==> src/rtl/pmem_line_adaptor.sv <==
`default_nettype none
// ============================================================================
// Module   : pmem_line_adaptor
// Purpose  : Bridges a cache physical-memory port (one 256-bit line per
//            request) to a 64-bit burst memory bus. Each line moves as
//            exactly four beats. Beat 0 carries line bits 63:0 and beat 3
//            carries bits 255:192.
// Revision : 1.0 - initial release
//
// Optional build macro:
//   PMEM_ADAPTOR_TIMEOUT_EN - when defined, adds a per-beat watchdog. If
//                             TIMEOUT_CYCLES cycles pass in a burst without
//                             resp_i, the transaction is aborted through DONE
//                             and error_o is set until reset. When undefined,
//                             bursts wait indefinitely and error_o is 0.
//
// Parameters:
//   TIMEOUT_CYCLES - idle cycles tolerated between beats (watchdog only)
//
// Ports:
//   clk        in   1    clock, all state changes on the rising edge
//   rst        in   1    synchronous reset, active low
//   address_i  in   32   line address from the cache
//   read_i     in   1    line read request, held until resp_o
//   write_i    in   1    line write request, held until resp_o
//   line_i     in   256  writeback line, valid while write_i is held
//   line_o     out  256  assembled fill line (line register)
//   resp_o     out  1    one-cycle completion pulse
//   error_o    out  1    sticky timeout flag
//   address_o  out  32   line-aligned burst address
//   read_o     out  1    burst read request
//   write_o    out  1    burst write request
//   burst_i    in   64   read beat data
//   burst_o    out  64   write beat data
//   resp_i     in   1    beat strobe from memory, one per beat
// ============================================================================
module pmem_line_adaptor #(
    parameter int TIMEOUT_CYCLES = 1024
) (
    input  logic         clk,
    input  logic         rst,
    input  logic [31:0]  address_i,
    input  logic         read_i,
    input  logic         write_i,
    input  logic [255:0] line_i,
    output logic [255:0] line_o,
    output logic         resp_o,
    output logic         error_o,
    output logic [31:0]  address_o,
    output logic         read_o,
    output logic         write_o,
    input  logic [63:0]  burst_i,
    output logic [63:0]  burst_o,
    input  logic         resp_i
);

    typedef enum logic [1:0] {
        IDLE     = 2'd0,
        RD_BURST = 2'd1,
        WR_BURST = 2'd2,
        DONE     = 2'd3
    } state_t;

    localparam logic [1:0] c_LAST_BEAT = 2'd3;

    state_t         r_state;
    state_t         w_state_next;
    logic [1:0]     r_cnt;
    logic [255:0]   r_line;
    logic [31:0]    r_addr;

    logic           w_in_burst;
    logic           w_last_beat;
    logic           w_timeout;
    logic           w_error;
    logic [31:0]    w_addr_aligned;
    logic [7:0]     w_beat_base;

    assign w_in_burst     = (r_state == RD_BURST) || (r_state == WR_BURST);
    assign w_last_beat    = w_in_burst && resp_i && (r_cnt == c_LAST_BEAT);
    assign w_addr_aligned = {address_i[31:5], 5'b0};
    // Bit offset of the current beat inside the line: cnt * 64.
    assign w_beat_base    = {r_cnt, 6'd0};

`ifdef PMEM_ADAPTOR_TIMEOUT_EN
    // ------------------------------------------------------------------
    // Watchdog: counts burst cycles since the last beat. It is held at
    // zero outside bursts, so it starts from zero on burst entry.
    // ------------------------------------------------------------------
    localparam int c_TO_W = $clog2(TIMEOUT_CYCLES + 1);

    logic [c_TO_W-1:0] r_idle_cnt;
    logic              r_error;

    always_ff @(posedge clk) begin
        if (!rst) begin
            r_idle_cnt <= '0;
        end else if (!w_in_burst || resp_i) begin
            r_idle_cnt <= '0;
        end else begin
            r_idle_cnt <= r_idle_cnt + 1'b1;
        end
    end

    // The TIMEOUT_CYCLES-th silent burst cycle forces the abort, so DONE
    // follows burst entry by exactly TIMEOUT_CYCLES cycles.
    assign w_timeout = w_in_burst && !resp_i &&
                       (r_idle_cnt == c_TO_W'(TIMEOUT_CYCLES - 1));

    always_ff @(posedge clk) begin
        if (!rst) begin
            r_error <= 1'b0;
        end else if (w_timeout) begin
            r_error <= 1'b1;
        end
    end

    assign w_error = r_error;
`else
    // Without the watchdog TIMEOUT_CYCLES has no effect.
    logic w_unused_timeout;
    assign w_unused_timeout = (TIMEOUT_CYCLES != 0);
    assign w_timeout        = 1'b0;
    assign w_error          = 1'b0;
`endif

    // ------------------------------------------------------------------
    // FSM state register
    // ------------------------------------------------------------------
    always_ff @(posedge clk) begin
        if (!rst) begin
            r_state <= IDLE;
        end else begin
            r_state <= w_state_next;
        end
    end

    // ------------------------------------------------------------------
    // FSM next state and bus control outputs
    // ------------------------------------------------------------------
    always_comb begin
        w_state_next = r_state;
        read_o       = 1'b0;
        write_o      = 1'b0;
        resp_o       = 1'b0;
        case (r_state)
            IDLE: begin
                // A write wins over a simultaneous read.
                if (write_i) begin
                    w_state_next = WR_BURST;
                end else if (read_i) begin
                    w_state_next = RD_BURST;
                end
            end
            RD_BURST: begin
                read_o = 1'b1;
                if (w_last_beat || w_timeout) begin
                    w_state_next = DONE;
                end
            end
            WR_BURST: begin
                write_o = 1'b1;
                if (w_last_beat || w_timeout) begin
                    w_state_next = DONE;
                end
            end
            DONE: begin
                // Unconditional return guarantees one IDLE cycle between
                // transactions while the cache withdraws its request.
                resp_o       = 1'b1;
                w_state_next = IDLE;
            end
            default: begin
                w_state_next = IDLE;
            end
        endcase
    end

    // ------------------------------------------------------------------
    // Datapath: address latch, beat counter and line register
    // ------------------------------------------------------------------
    always_ff @(posedge clk) begin
        if (!rst) begin
            r_cnt  <= 2'd0;
            r_line <= '0;
            r_addr <= '0;
        end else begin
            case (r_state)
                IDLE: begin
                    r_cnt <= 2'd0;
                    if (write_i) begin
                        r_addr <= w_addr_aligned;
                        r_line <= line_i;
                    end else if (read_i) begin
                        // The line register keeps the previous fill until
                        // beats overwrite it one word at a time.
                        r_addr <= w_addr_aligned;
                    end
                end
                RD_BURST: begin
                    if (resp_i) begin
                        r_line[w_beat_base +: 64] <= burst_i;
                        r_cnt                     <= r_cnt + 2'd1;
                    end
                end
                WR_BURST: begin
                    if (resp_i) begin
                        r_cnt <= r_cnt + 2'd1;
                    end
                end
                default: begin
                    r_cnt <= r_cnt;
                end
            endcase
        end
    end

    // ------------------------------------------------------------------
    // Output mapping
    // ------------------------------------------------------------------
    assign line_o    = r_line;
    assign address_o = r_addr;
    assign error_o   = w_error;
    // Write data follows the beat counter combinationally; driven low
    // outside write bursts so the bus is quiet between transactions.
    assign burst_o   = (r_state == WR_BURST) ? r_line[w_beat_base +: 64] : 64'd0;

endmodule
`default_nettype wire

==> config.mk <==
export PLATFORM = sky130hd
export DESIGN_NAME = pmem_line_adaptor
export DESIGN_NICKNAME = d
export VERILOG_FILES = /design/src/rtl/pmem_line_adaptor.sv
export SDC_FILE = /design/constraint.sdc
export NUM_CORES = 1
export LEC_CHECK = 0
export ABC_AREA = 1
export ABC_CLOCK_PERIOD_IN_PS = 2650
export CORE_AREA = 2 2 279 281
export DETAILED_ROUTE_END_ITERATION = 6
export DIE_AREA = 0 0 281 283
export GPL_TIMING_DRIVEN = 0
export SLEW_MARGIN = 0
export SYNTH_ARGS = -nofsm -noshare
export SYNTH_HDL_FRONTEND = slang
export SYNTH_SLANG_ARGS = --single-unit
==> constraint.sdc <==
create_clock -name clk -period 2.65 [get_ports clk]
set_clock_uncertainty 0.2 [all_clocks]
set_input_delay 0.53 -clock clk [delete_from_list [all_inputs] [get_ports clk]]
set_output_delay 0.53 -clock clk [all_outputs]
set_load 0.03 [all_outputs]
# Yosys cells after proc, flatten, opt, wreduce, memory -nomap -nowiden
# Cells that the tools add are included.
[op_classes] n_addsub=2 mul=0 div=0 order_cmp=0 n_eq_ne=9 shift=3 n_mux=16 bitwise=0 n_reduce_logical=12
[ops] operator="$mux 256" n=2
[ops] operator="$pmux 256 s2" n=1
[ops] operator="$bwmux 256" n=1
[ops] operator="$shift 64x10->256 const A" n=1
[ops] operator="$shiftx 256x9->64" n=1
[ops] operator="$shiftx 64x10->256" n=1
[ops] operator="$mux 32" n=2
[ops] operator="$mux 64" n=1
[ops] operator="$neg 8->10" n=1
[ops] operator="$mux 2" n=4
[ops] operator="$eq 2x2->1 const B" n=3
[ops] operator="$pmux 2 s3" n=1
[ops] operator="$reduce_and 2->1" n=3
[ops] operator="$reduce_bool 2->1" n=3
[ops] operator="$ne 2x1->1 const B" n=2
[ops] operator="$ne 2x2->1 const B" n=2
[ops] operator="$pmux 2 s2" n=1
[ops] operator="$mux 1" n=3
[ops] operator="$ne 3x3->1 const B" n=1
[ops] operator="$reduce_and 3->1" n=1
[ops] operator="$add 2x1->2 const B" n=1
[ops] operator="$eq 2x1->1 const B" n=1
[ops] operator="$logic_and 1x1->1" n=2
[ops] operator="$logic_not 2->1" n=1
[ops] operator="other kinds (2)" n=2
[word_totals] ff_bits=292 latch_bits=0 ram_bits=0 rom_bits=0 in_bits=357 output_inout_bits=356 elab_cells=46 n_memories=0

# Longest topological paths before layout
[logic_depth] word_depth=6 ltp_mapped=14 ltp_nobuf=9

# Worst setup path before layout
# OpenSTA, ideal clock, no wires.
[synth_path] path_type="register to output" from="register r_cnt[0]" to="output port burst_o[4]" t_arrival_ps=1607 required_ps=1920 slack_ps=313 path_stages_with_launch=8 path_cell_list="dfxtp_1 -> buf_4 -> buf_6 -> buf_12 -> buf_6 -> a21oi_1 -> o21ai_0 -> a21oi_1"
[synth_between] elab_chain_len=2
[synth_lines] element="start: declaration" line="68" source="logic [1:0] r_cnt;"
[synth_lines] element="start signal: assignment" line="203" source="r_cnt <= r_cnt + 2'd1;"
[synth_lines] element="start signal: assignment" line="208" source="r_cnt <= r_cnt + 2'd1;"
[synth_lines] element="start signal: assignment" line="212" source="r_cnt <= r_cnt;"
[synth_lines] element="$shiftx 256x9->64" line="226" source="assign burst_o = (r_state == WR_BURST) ? r_line[w_beat_base +: 64] : 64'd0;"
[synth_lines] element="$mux 64" line="226"
[synth_lines] element="end: declaration" line="53" source="output logic [63:0] burst_o,"
# Every way passes these cells.

# Worst setup path in the final report
[layout_path] from="register r_cnt[0]" to="output port burst_o[20]"
# Same word-level chain as after synthesis.

==> results.txt <==
----------------------------------------------------
[Run]
  Number of violations of the max-capacitance limit ... 0

[Min path]
  Path type of the worst min-delay path ... reg2reg
  Hold wc startpoint ... address_o[12]
  Depth of the worst hold-timing path ... 2
  Terminating pin of the worst hold path ... address_o[12]

[Timing]
  Period Utilization, post-route ... 1.14
  Final count of negative-setup-slack endpoints ... 84
  Unrepaired setup endpoints after global routing ... yes
  Final critical-path required period ... 3030 ps
  Post-route setup slack ... -379 ps
  Fin Setup TNS ... -17,790 ps
  Number of pins exceeding their max-slew limit in the final report ... 0
  Worst Tran Pin Value ... 1330 ps
  Max-slew headroom ... 0.115
  Fmax ... 0.330 GHz
  Number of hold violations in the final report ... 0
  Worst hold slack ... 283 ps

[Clock network]
  Clk Latency, worst-skew pair ... 570 ps
  Number of buffers between clock root and the deepest sink ... 3
  Clock Sink Count ... 287
  Clock transition time at the flip-flop clock pins of the worst setup and hold paths ... 70 ps
  Clock buffer count from CTS ... 39
  CTS H-tree lvls ... 2
  TritonCTS clock tree ... built
  Clock root buffer ... clkbuf_16

[Final layout]
  Final non-filler cell total ... 5,239
  Final-layout fill cell count ... 8,414
  Final core utilization ... 0.389
  Area growth syn-to-layout ... 58.2%
  Layout cell share with drive strength beyond 1 ... 0.112
  Nets@finish ... 4,525

[Synthesis]
  Register area share after synthesis ... 0.304
  YS warnings ... 0
  Flop and latch count out of synthesis ... 287
  Async set or reset register ratio after synthesis ... 0
  Number of library cell types mapped by synthesis ... 24
  Mean area per synthesized cell ... 5.58 um2
  Number of standard cells after synthesis ... 3,383
  Number of synthesized flops with an enable pin ... 0
  Summed instance area of the synthesized netlist ... 18,900 um2
  Top FF cell, synth ... dfxtp_1

[Die]
  Width of the chip ... 281 um
  Initial Utilization ... 0.246
  Io pins ... 713
  Placeable core area ... 76,700 um2
  Die Y ... 283 um
  Row count ... 102
  Die outline area ... 79,500 um2

[Power and ir drop]
  Overall power consumption ... 36.5 mW
  Peak supply drop ... 641 uV
  Leak pwr ... 13.9 nW
  Power per cell area ... 1220 nW/um2

[Worst setup path]
  Data required, critical path ... 1920 ps
  Maximum fanout count along the critical path ... 10
  Length in cells of the worst reg-to-reg path ... 13
  Top delay family on crit path ... buffers and inverters
  Critical Path Max Stage Delay ... 370 ps
  Buffering stage count on the worst path with inverters included ... 5
  Cell with the largest stage delay on the worst path ... dfxtp_4
  Critical register-to-register path startpoint ... r_cnt[0]
  Crit-path cells ... buf_12 -> clkinvlp_4 -> buf_12 -> buf_6 -> a21oi_1 -> o21ai_1 -> a21oi_2 -> buf_6
  Setup Crit Path Kind ... reg2out
  Endpoint kind of the worst setup timing path ... output port
  Data arrival time of the worst path ... 2300 ps
  Reg2Reg Setup Slack ... -70 ps
  Worst r2r dst ... line_o[83]
  Startpoint types ... flop

[Detailed routing]
  Total routed wire length on the met1 layer ... 45.5 mm
  Vias per inst ... 4.65
  Post-detailed-route DRC marker count ... 0
  Detailed Routing Iterations Pass 1 ... 6
  Routed wire length on met3 ... 9.24 mm
  Highest metal used ... met5
  Avg WL per Cell ... 21.3 um
  Antenna Violating Nets Remaining ... 0
  Detailed route wirelength on metal2 ... 51.9 mm
  Aggregate routed wire length ... 112 mm
  Via Count ... 24,358
  DRC violation total after the first TritonRoute iteration ... 1,916

[Global route]
  Vias in the first global route ... 22,549
  Antenna violations before repair ... 13
  Maximum number of pins on one net before global-route repair ... 13
  First-pass GRT wire length ... 155 mm
  Gr usage total ... 0.266
  Total congestion overflow ... 0

[Place]
  Port Buffers ... 700
  Final Wtd Congestion ... 0.970
  Number of placed instances with taps included ... 5,128
  Half-perimeter wire length after placement ... 84.4 mm

[Outcome]
  Result of the run ... finished with violations
  Failing checks ... negative setup slack

----------------------------------------------------
cells by family after synthesis:
family,Yosys count,synth area share
simple gates,2078,0.438
buf+inv,592,0.140
compound gates,415,0.110
flops,287,0.304
fa+ha+maj,10,0.00663
other cells,1,0.000199
Yosys cell counts (2+ instances only):
master	number	area (um2)
dfxtp_1	287	5750
ha_1	10	125
nand3_2	5	50.1
buf_4	22	165
a21oi_1	192	961
nor2_1	702	2640
nor2_8	2	40.0
nand3b_1	64	480
buf_1	5	18.8
buf_2	114	571
inv_1	332	1250
nand2_2	2	12.5
inv_2	3	11.3
nand2_1	1174	4410
nand3_1	128	641
buf_6	24	270
clkbuf_1	89	334
o21ai_0	222	1110
state kept, by name, summed over array words and instances (netlist names):
register	flops
r_cnt	2
r_state	2
address_o	27
line_o	256
cell usage in the layout, fill, tap and decap left out, drive strengths merged:
cell	synthesis	layout
conb	1	6
nand2	1176	1176
o21ai	222	222
clkinv	1	4
a21oi	192	192
nor2	705	706
clkbuf	89	155
a21boi	1	1
ha	10	10
nand3b	64	64
diode	0	12
buf	166	254
bufinv	0	1
clkinvlp	0	2
nand3	133	133
dlymetal6s2s	0	2
dfxtp	287	287
inv	336	338
clkdlybuf4s50	0	634
where the power goes:
part | switching, mW | leakage [nW] | internal (mW) | total (mW)
combinational | 15.7 | 10.9 | 8.44 | 24.1
sequential | 1.10 | 2.38 | 5.84 | 6.93
clock | 2.27 | 0.614 | 3.13 | 5.40
cell type report:
type	instances	area, um2	area share
well taps	1040	1300	0.0436
plain buffers	253	1950	0.0652
clock inverters	8	82.6	0.00277
diodes	12	30.0	0.00101
clock buffers	62	1170	0.0393
flip-flops and latches	287	5750	0.193
multi-input cells	2510	11000	0.367
inverters	337	1300	0.0435
repair buffers	730	7320	0.245
worst register-to-register path, cell delays in order (launching register included):
cell and delay, ps:
dfxtp_4 370, buf_12 130, clkinvlp_4 160, buf_12 200
buf_8 180, ha_1 310, buf_8 170, nand3_4 120
buf_12 170, buf_12 150, buf_6 140, o21ai_0 180
nor2_1 60, nor2_1 90
per-layer routing:
layer | track usage | vias up
met5 | 0 | -
met4 | 0.110 | 8
met3 | 0.0565 | 206
met2 | 0.443 | 1106
met1 | 0.330 | 11203
li1 | - | 11835
worst max-delay path by stage:
stage,depth (start not counted),end,from,slack (ps)
2_1_floorplan,7,burst_o[4],r_cnt[0],310
3_3_place_gp,7,burst_o[20],r_cnt[0],-1500
3_5_place_dp,7,burst_o[20],r_cnt[0],-1530
4_1_cts,8,burst_o[20],r_cnt[0],-380
5_1_grt,5,burst_o[11],r_cnt[0],-410
6_report,8,burst_o[20],r_cnt[0],-380
timing repair:
item | in CTS | in global routing
buffers inserted | 10 | 14
hold buffers | 0 | 0
gates resized for setup | 642 | 227
pin swaps | 30 | 41
setup endpoints to repair | 323 | 315
endpoints found under the hold margin | 0 | 0
gates cloned | 2 | 5
metrics by stage:
stage	cell area (um2)	worst slack [ps]
detailed placement	27200	-1530
global placement	27200	-1500
CTS	29100	-382
floorplan	18900	313
finish	29900	-379
global route	29800	-413
No activity file was read; power rests on OpenSTA's default activity.
